### config.mk
export PLATFORM = sky130hd
export DESIGN_NAME = uart_tx_scheduler
export DESIGN_NICKNAME = d
export VERILOG_FILES = /design/src/rtl/uart_sched_pkg.sv /design/src/rtl/rr_arbiter.sv /design/src/rtl/uart_tx_scheduler.sv
export SDC_FILE = /design/constraint.sdc
export NUM_CORES = 1
export LEC_CHECK = 0
export BUFFER_PORTS_ARGS = -buffer_cell sky130_fd_sc_hd__buf_4
export CORE_AREA = 2 2 70 72
export DETAILED_ROUTE_END_ITERATION = 8
export DIE_AREA = 0 0 72 74
export HOLD_SLACK_MARGIN = 0.15
export PLACE_DENSITY = 0.84
export SETUP_SLACK_MARGIN = 0.4
export SYNTH_ARGS = -nofsm -noshare
export SYNTH_HDL_FRONTEND = slang
export SYNTH_HIERARCHICAL = 1
export SYNTH_SLANG_ARGS = --single-unit
### constraint.sdc
create_clock -name clk_i -period 4.6 [get_ports clk_i]
set_input_delay 0.69 -clock clk_i [delete_from_list [all_inputs] [get_ports clk_i]]
set_output_delay 0.69 -clock clk_i [all_outputs]
set_load 0.01 [all_outputs]
### src/rtl/uart_sched_pkg.sv
`default_nettype none
// ============================================================================
//  uart_sched_pkg : shared state encoding and defaults for the UART scheduler
//  Rev 1.0
// ============================================================================
package uart_sched_pkg;

    typedef enum logic [2:0] {
        ST_IDLE  = 3'd0,
        ST_LOAD  = 3'd1,
        ST_SEND  = 3'd2,
        ST_DRAIN = 3'd3,
        ST_FLUSH = 3'd4
    } sched_state_e;

    localparam logic [15:0] TIMEOUT_DEFAULT = 16'd50000;

    // Index width for an N-entry one-hot vector, never below one bit.
    function automatic int idx_w(input int n);
        return (n > 1) ? $clog2(n) : 1;
    endfunction

endpackage : uart_sched_pkg
`default_nettype wire

### src/rtl/rr_arbiter.sv
`default_nettype none
// ============================================================================
//  rr_arbiter : combinational round-robin pick, lowest index from the pointer
//  Rev 1.0
// ============================================================================
module rr_arbiter
    import uart_sched_pkg::*;
#(
    parameter int NREQ = 4,
    parameter int IW   = idx_w(NREQ)
) (
    input  logic [NREQ-1:0] req_i,
    input  logic [IW-1:0]   ptr_i,
    output logic [NREQ-1:0] gnt_o,
    output logic [IW-1:0]   idx_o
);

    logic          w_found;
    logic [IW:0]   w_cand;

    // Walk the requesters starting at the pointer, wrapping at NREQ.
    always_comb begin
        gnt_o   = '0;
        idx_o   = '0;
        w_found = 1'b0;
        w_cand  = '0;
        for (int k = 0; k < NREQ; k++) begin
            w_cand = {1'b0, ptr_i} + (IW+1)'(k);
            if (w_cand >= (IW+1)'(NREQ)) begin
                w_cand = w_cand - (IW+1)'(NREQ);
            end
            if (!w_found && req_i[w_cand[IW-1:0]]) begin
                w_found                  = 1'b1;
                gnt_o[w_cand[IW-1:0]]    = 1'b1;
                idx_o                    = w_cand[IW-1:0];
            end
        end
    end

endmodule : rr_arbiter
`default_nettype wire

### src/rtl/uart_tx_scheduler.sv
`default_nettype none
// ============================================================================
//  uart_tx_scheduler : packet-level round-robin sharing of one UART transmitter
//  Rev 1.0
// ============================================================================
module uart_tx_scheduler
    import uart_sched_pkg::*;
#(
    parameter int          NREQ    = 4,
    parameter int          TW      = 16,
    parameter logic [TW-1:0] TIMEOUT = TW'(TIMEOUT_DEFAULT)
) (
    input  logic              clk_i,
    input  logic              reset_i,
    input  logic [NREQ-1:0]   req_valid_i,
    input  logic [8*NREQ-1:0] req_data_i,
    input  logic [NREQ-1:0]   req_last_i,
    output logic [NREQ-1:0]   req_ready_o,
    output logic [NREQ-1:0]   grant_o,
    output logic [7:0]        tx_data_o,
    output logic              tx_send_o,
    input  logic              tx_busy_i,
    output logic              timeout_o,
    output logic              active_o
);

    localparam int            IW      = idx_w(NREQ);
    localparam logic          WD_EN   = (TIMEOUT != '0);
    // Expiry is taken one count early so FLUSH starts exactly TIMEOUT cycles after entry.
    localparam logic [TW-1:0] WD_LAST = TIMEOUT - TW'(1);

    sched_state_e    state_q, state_d;
    logic [NREQ-1:0] grant_q, grant_d;
    logic [IW-1:0]   gidx_q, gidx_d;
    logic [IW-1:0]   ptr_q, ptr_d;
    logic [7:0]      tx_data_q, tx_data_d;
    logic            last_q, last_d;
    logic [TW-1:0]   cnt_q, cnt_d;
    logic            timeout_q, timeout_d;

    logic [NREQ-1:0] w_arb_gnt;
    logic [IW-1:0]   w_arb_idx;
    logic [NREQ-1:0] w_ready;
    logic            w_release;
    logic            w_gvalid;
    logic            w_glast;
    logic [7:0]      w_gdata;
    logic [IW-1:0]   w_next_ptr;
    logic            w_wd_expired;

    rr_arbiter #(
        .NREQ (NREQ),
        .IW   (IW)
    ) u_arb (
        .req_i (req_valid_i),
        .ptr_i (ptr_q),
        .gnt_o (w_arb_gnt),
        .idx_o (w_arb_idx)
    );

    assign w_gvalid     = req_valid_i[gidx_q];
    assign w_glast      = req_last_i[gidx_q];
    assign w_gdata      = req_data_i[{gidx_q, 3'b000} +: 8];
    assign w_next_ptr   = (gidx_q == IW'(NREQ - 1)) ? '0 : gidx_q + 1'b1;
    assign w_wd_expired = WD_EN && (cnt_q == WD_LAST);

    always_comb begin
        state_d   = state_q;
        grant_d   = grant_q;
        gidx_d    = gidx_q;
        ptr_d     = ptr_q;
        tx_data_d = tx_data_q;
        last_d    = last_q;
        cnt_d     = cnt_q;
        timeout_d = 1'b0;
        w_ready   = '0;
        w_release = 1'b0;

        case (state_q)
            ST_IDLE: begin
                if (!tx_busy_i && (|req_valid_i)) begin
                    grant_d = w_arb_gnt;
                    gidx_d  = w_arb_idx;
                    state_d = ST_LOAD;
                end
            end
            ST_LOAD: begin
                if (w_gvalid) begin
                    w_ready[gidx_q] = 1'b1;
                    tx_data_d       = w_gdata;
                    last_d          = w_glast;
                    cnt_d           = '0;
                    state_d         = ST_SEND;
                end
            end
            ST_SEND: begin
                cnt_d = cnt_q + 1'b1;
                if (tx_busy_i) begin
                    cnt_d   = '0;
                    state_d = ST_DRAIN;
                end else if (w_wd_expired) begin
                    timeout_d = 1'b1;
                    state_d   = ST_FLUSH;
                end
            end
            ST_DRAIN: begin
                cnt_d = cnt_q + 1'b1;
                if (!tx_busy_i) begin
                    if (last_q) begin
                        w_release = 1'b1;
                    end else begin
                        state_d = ST_LOAD;
                    end
                end else if (w_wd_expired) begin
                    timeout_d = 1'b1;
                    state_d   = ST_FLUSH;
                end
            end
            ST_FLUSH: begin
                // The aborted byte may already have been the packet's last one.
                if (last_q) begin
                    w_release = 1'b1;
                end else if (w_gvalid) begin
                    w_ready[gidx_q] = 1'b1;
                    if (w_glast) begin
                        w_release = 1'b1;
                    end
                end
            end
            default: begin
                state_d = ST_IDLE;
                grant_d = '0;
            end
        endcase

        if (w_release) begin
            grant_d = '0;
            ptr_d   = w_next_ptr;
            state_d = ST_IDLE;
        end
    end

    always_ff @(posedge clk_i) begin
        if (reset_i) begin
            state_q   <= ST_IDLE;
            grant_q   <= '0;
            gidx_q    <= '0;
            ptr_q     <= '0;
            tx_data_q <= 8'h00;
            last_q    <= 1'b0;
            cnt_q     <= '0;
            timeout_q <= 1'b0;
        end else begin
            state_q   <= state_d;
            grant_q   <= grant_d;
            gidx_q    <= gidx_d;
            ptr_q     <= ptr_d;
            tx_data_q <= tx_data_d;
            last_q    <= last_d;
            cnt_q     <= cnt_d;
            timeout_q <= timeout_d;
        end
    end

    assign req_ready_o = w_ready;
    assign grant_o     = grant_q;
    assign tx_data_o   = tx_data_q;
    assign tx_send_o   = (state_q == ST_SEND);
    assign timeout_o   = timeout_q;
    assign active_o    = (state_q != ST_IDLE);

endmodule : uart_tx_scheduler
`default_nettype wire

Word-level counts from Yosys, hierarchy flattened --
Index checks and enable logic that the tools add are counted.
Cells by class: add/sub/neg operators 9, magnitude comparators 14, equal/unequal tests 9, shifts and indexed selects 1, multiplexer cells 63, bitwise gates (word level) 5, reduce and logical (&&, ||, !) cells 24
Operator list (count):
- case mux 16 bit (3 select lines) | 1
- 2-to-1 mux 16 bit | 2
- variable part select 32 x 6 -> 8 bit | 1
- 2-to-1 mux 4 bit | 7
- 2-to-1 mux 1 bit | 22
- 2-to-1 mux 2 bit | 9
- 2-to-1 mux 3 bit | 6
- adder 16 x 1 -> 16 bit (second input constant) | 1
- == test 16 bit (second input constant) | 1
- case mux 4 bit (2 select lines) | 2
- < comparator 2 x 3 -> 1 bit (second input constant) | 5
- case mux 3 bit (5 select lines) | 1
- binary-select mux 1 bit (select 2 bit) | 6
- OR 4 bit | 3
- demux 1 bit (select 2 bit) | 5
- greater-or-equal comparator 2 x 1 -> 1 bit (second input constant) | 5
- greater-or-equal comparator 3 bit (second input constant) | 3
- logical AND 1 bit | 9
- AND reduction 2 bit | 4
- OR reduction 4 bit | 2
- subtractor 2 x 1 -> 2 bit (second input constant) | 4
- adder 2 x 2 -> 3 bit (second input constant) | 2
- == test 3 x 2 -> 1 bit (second input constant) | 2
- nonzero test 3 bit | 2
- 14 further kinds | 20
Word-level totals: flip-flop bits (word level) 37, input port bits 43

Logic depth before layout (Yosys ltp) --
word-level depth 16, depth in mapped cells 10

Modules after synthesis --
The synthesis kept the hierarchy.
Modules (own cells, without submodules):
- uart_tx_scheduler | times used 1, cells each 225, area an instance 2098.3 µm²
- rr_arbiter | times used 1, cells each 65, area an instance 489.2 µm²

Worst setup path before layout --
No wires, ideal clock.
path type reg-to-reg, from register ptr_q[0], to register grant_q[0], in the netlist grant_o[0], setup time 65 ps, data arrival time 2203 ps, setup slack 2332 ps, stages on the path, launching flop included 11, path buffers 2, clock period less this slack 2268 ps, path through dfxtp_1 > buf_6 > buf_2 > inv_1 > ha_1 > mux4_2 > or2_4 > nor2b_4 > a221o_2 > a22oi_1 > nor2_1
On the way: longest elaborated chain between the ends 16, elaborated cells between the ends (all ways) 61, classes of those cells add/sub (7); order compare (12); mux (29); bitwise (3); reduce/logical (10)
Ends and longest elaborated chain:
- from (decl) | line uart_tx_scheduler.sv:35 | logic [IW-1:0] ptr_q, ptr_d;
- from (signal assigned) | line uart_tx_scheduler.sv:157 | ptr_q <= ptr_d;
- parallel branches: the longest is 13 deep, another holds adder 2 x 1 -> 3 bit
- 2-to-1 mux 4 bit (*) | line rr_arbiter.sv:32 | if (!w_found && req_i[w_cand[IW-1:0]]) begin
- net w_arb_gnt[0] | line uart_tx_scheduler.sv:41 | logic [NREQ-1:0] w_arb_gnt;
- 2-to-1 mux 4 bit (*) | line uart_tx_scheduler.sv:81 | if (!tx_busy_i && (|req_valid_i)) begin
- case mux 4 bit (2 select lines) (*) | line uart_tx_scheduler.sv:79 | case (state_q)
- to (signal assigned) | line uart_tx_scheduler.sv:155 | grant_q <= grant_d;
- to (decl) | line uart_tx_scheduler.sv:33 | logic [NREQ-1:0] grant_q, grant_d;
Mark *: on every way through the listed nets, which the timed path passes. The select of a mux whose other input is x is not followed. A chain may end at the register's enable or synchronous reset.

Worst setup path in the final report --
from register gidx_q[0], to output req_ready_o[3]
On the way: longest elaborated chain between the ends 7, elaborated cells between the ends (all ways) 10, classes of those cells order compare (2); mux (7); reduce/logical (1)
Ends and longest elaborated chain:
- from (decl) | line uart_tx_scheduler.sv:34 | logic [IW-1:0] gidx_q, gidx_d;
- from (signal assigned) | line uart_tx_scheduler.sv:156 | gidx_q <= gidx_d;
- < comparator 2 x 3 -> 1 bit (implied by the code) / greater-or-equal comparator 2 x 1 -> 1 bit (equally long branches) | line uart_tx_scheduler.sv:89, uart_tx_scheduler.sv:124
- logical AND 1 bit (implied by the code) | line uart_tx_scheduler.sv:89, uart_tx_scheduler.sv:124
- 2-to-1 mux 1 bit (implied by the code) | line uart_tx_scheduler.sv:89, uart_tx_scheduler.sv:124
- demux 1 bit (select 2 bit) | line uart_tx_scheduler.sv:89, uart_tx_scheduler.sv:124
- 2-to-1 mux 4 bit (*) | line uart_tx_scheduler.sv:88, uart_tx_scheduler.sv:123
- 2-to-1 mux 4 bit | line uart_tx_scheduler.sv:121 | if (last_q) begin
- case mux 4 bit (2 select lines) (*) | line uart_tx_scheduler.sv:79
- to (decl) | line uart_tx_scheduler.sv:18 | output logic [NREQ-1:0] req_ready_o,
Mark *: on every way between the ends. The rest lies on a longest branch, timed or not. The select of a mux whose other input is x is not followed.

==> results.py <==
metrics = {
    "global_routing": {
        "antenna_found_initial": 0,
        "grt_pass1_wl_mm": 10.02,
        "overflow": 0,
        "first_global_vias": 2221,
        "grt_max_degree": 31,
        "groute.usage.overall_pct": 23.80,
    },
    "timing": {
        "fin_hold_ws_ps": 496.8,
        "worst_pin_slew_ps": 1129,
        "final-hold-violation-count": 0,
        "max_freq_mhz": 333.7,
        "min_period_over_period_pct": 65.15,
        "tns_ps": 0,
        "slew_headroom_pct": 24.64,
        "skew_ps": 3.215,
        "setup_viol": 0,
        "rsz0062_at_grt": "no",
        "slew_violations": 0,
        "fin_crit_ps": 2997,
    },
    "status": {
        "status": "finished, final reports clean",
    },
    "worst_setup_path": {
        "required_ps": 3910,
        "cp_max_fo": 15,
        "rr_startpoint": "gidx_q[0]$_SDFFE_PP0P_",
        "critPathMaxStageDelay_ps": 800,
        "crit_type": "flop to primary output",
        "cp.arrival_ps": 2310,
        "start_kind": "flop",
        "critPathCaptureType": "primary output",
        "cp_cell_sequence": "mux4_2 -> nor3b_1 -> and2_1 -> buf_4",
        "cp_slowest_cell": "dfxtp_1",
        "startpoint": "gidx_q[0]$_SDFFE_PP0P_",
        "critPathBufInv": 1,
        "cp_top_family": "flip-flops",
    },
    "drt": {
        "wire_per_inst_um": 15.46,
        "first_iter_violations": 220,
        "num_vias": 2416,
        "routed_via_density": 6.179,
        "routed_wl_mm": 6.043,
        "detail-route-antenna-nets": 0,
        "dr.pass1.iters": 4,
        "route.detailed.drc": 0,
    },
    "cells_and_area": {
        "num-fill-cells": 390,
        "final_util_pct": 67.48,
        "stdcell_count": 391,
        "area_growth_pct": 19.92,
        "final_net_count": 389,
        "most-common-layout-cells": "61 x buf_4, 37 x dfxtp_1, 24 x nor2_1, 21 x nand2_1, 19 x a21oi_1",
        "antenna_cells": 0,
        "layout-drive-gt1-share_pct": 27.60,
        "final_common_cell": "buf_4",
    },
    "logic_synthesis": {
        "async_flop_share_pct": 0,
        "synth_seq_area_share_pct": 28.63,
        "syn_inst": 290,
        "avgSynthCellArea_um2": 8.922,
        "yosys_warnings": 6,
        "synth-seq-cells": 37,
        "ys_types": 56,
        "synth_fp_nets": 343,
        "ys.flop_type": "dfxtp_1",
        "syn-cell-area_mm2": 0.002587,
        "synth_edf_count": 0,
    },
    "place": {
        "hpwl_mm": 4.469,
        "dp.cells": 383,
        "gp_congestion": 0.8015,
        "numPortBuffers": 61,
    },
    "clocking": {
        "cts_resized": 0,
        "h-tree-depth": 2,
        "cts_setup_buffers": 0,
        "clk_pin_slew_worst_paths_ps": 70,
        "cts_max_path_buffers": 2,
        "root_buffer": "clkbuf_8",
        "cts-hold-fix-buffers": 0,
        "cts_tree": "built",
        "cts_buffers": 5,
        "clk_latency_ps": 290,
        "cts.sinks": 37,
    },
    "min_path": {
        "hp-start": "cnt_q[14]$_SDFFE_PP0P_",
        "hp-class": "flop to flop",
    },
    "floorplan": {
        "die_y_um": 74,
        "pin_count": 62,
        "core_mm2": 0.004598,
        "die_x_um": 72,
        "die_area_mm2": 0.005328,
        "initial_core_util_pct": 56.27,
        "row_count": 25,
    },
    "pwr": {
        "vdd_drop_max_mv": 0.1347,
        "p_per_area_mw_per_mm2": 245.4,
        "leakage_nw": 1.220,
    },
    "run": {
        "cap_violations": 0,
    },
}
-- stage by stage --
stage / setup WS [ps] / cell area (um^2) / total power, mW
3_3_place_gp: 1849 / 3007 / 0.5265
5_1_grt: 1471 / 3103 / 0.8069
4_1_cts: 1583 / 3103 / 0.7686
2_1_floorplan: 2332 / 2587 / 0.4702
6_report: 1603 / 3103 / 0.7613
3_5_place_dp: 1795 / 3007 / 0.5299
-- area by class of cell --
cell class	count	area, um^2	share of cell area, %
multi-input combinational	220	1699	54.76
timing repair buffer	61	457.9	14.76
sequential	37	740.7	23.87
clock buffer	6	82.58	2.661
tap	54	67.56	2.177
inverter	11	41.29	1.331
clock inverter	2	13.76	0.4435
-- kinds of logic after synthesis --
group	share of synthesized area, %
xor gates and xnor gates	0.6771
buffers and inverters	5.706
and+or+nand+nor	23.84
muxes	17.02
DFF	28.63
adders and majority gates	4.836
AOI/OAI and AO/OA	19.29
-- final timing paths --
| path | cells after the start | slack [ps] | end |
|---|---|---|---|
| max | 4 | 1600 | req_ready_o[3] |
| min | 2 | 500 | cnt_q[14]$_SDFFE_PP0P_ |
| max reg2reg | 4 | 1790 | cnt_q[13]$_SDFFE_PP0P_ |
| min reg2reg | 2 | 500 | cnt_q[14]$_SDFFE_PP0P_ |
-- synthesized netlist by cell type (all sizes together), types with 2 or more instances --
library cell,number,area share [%]
dfxtp,37,29
nor2,24,3.5
nand2,21,3.0
a21oi,19,3.7
mux2i,14,5.4
o21ai,14,2.7
mux4,13,12
or4,13,3.8
clkbuf,12,1.9
inv,11,1.6
o31ai,11,3.2
buf,10,2.2
ha,10,4.8
or3,8,1.9
a22oi,5,1.6
and2,5,1.2
nand2b,5,1.2
nand3,5,0.97
nand4,5,1.2
a221o,4,1.7
a31oi,4,0.97
nor3b,4,1.2
and3b,3,1.0
and4,3,1.0
or2,3,0.82
nor2b,2,0.77
nor4,2,0.48
nor4b,2,0.68
o211ai,2,0.77
o31a,2,0.68
-- layer usage --
metal	track usage, %	part of all wire [%]	wire [um]	up-vias
met2	39.71	48	2927	91
met1	30.63	45	2695	1132
li1	-	-	-	1191
met4	7.547	0.48	29	0
met3	5.962	6.5	391	2
met5	0	0	0	-
-- report_power, final --
group | internal (mW) | switching, mW | total, mW | leakage [nW]
Combinational | 0.0876 | 0.0829 | 0.170 | 0.870
Sequential | 0.333 | 0.0202 | 0.353 | 0.299
Clock | 0.121 | 0.117 | 0.238 | 0.0512
Total | 0.542 | 0.220 | 0.761 | 1.22
-- tightest hold or removal path, delay by kind of cell (launching register included) --
family          cells  cell delay [ps]
compound gates      2              130
flops               1              330
-- sequential cells by signal, summed over array words and instances (netlist names) --
signal	count
gidx_q	2
timeout_o	1
state_q	3
last_q	1
cnt_q	16
ptr_q	2
tx_data_o	8
grant_o	4
No activity file was read; power rests on OpenSTA's default activity.
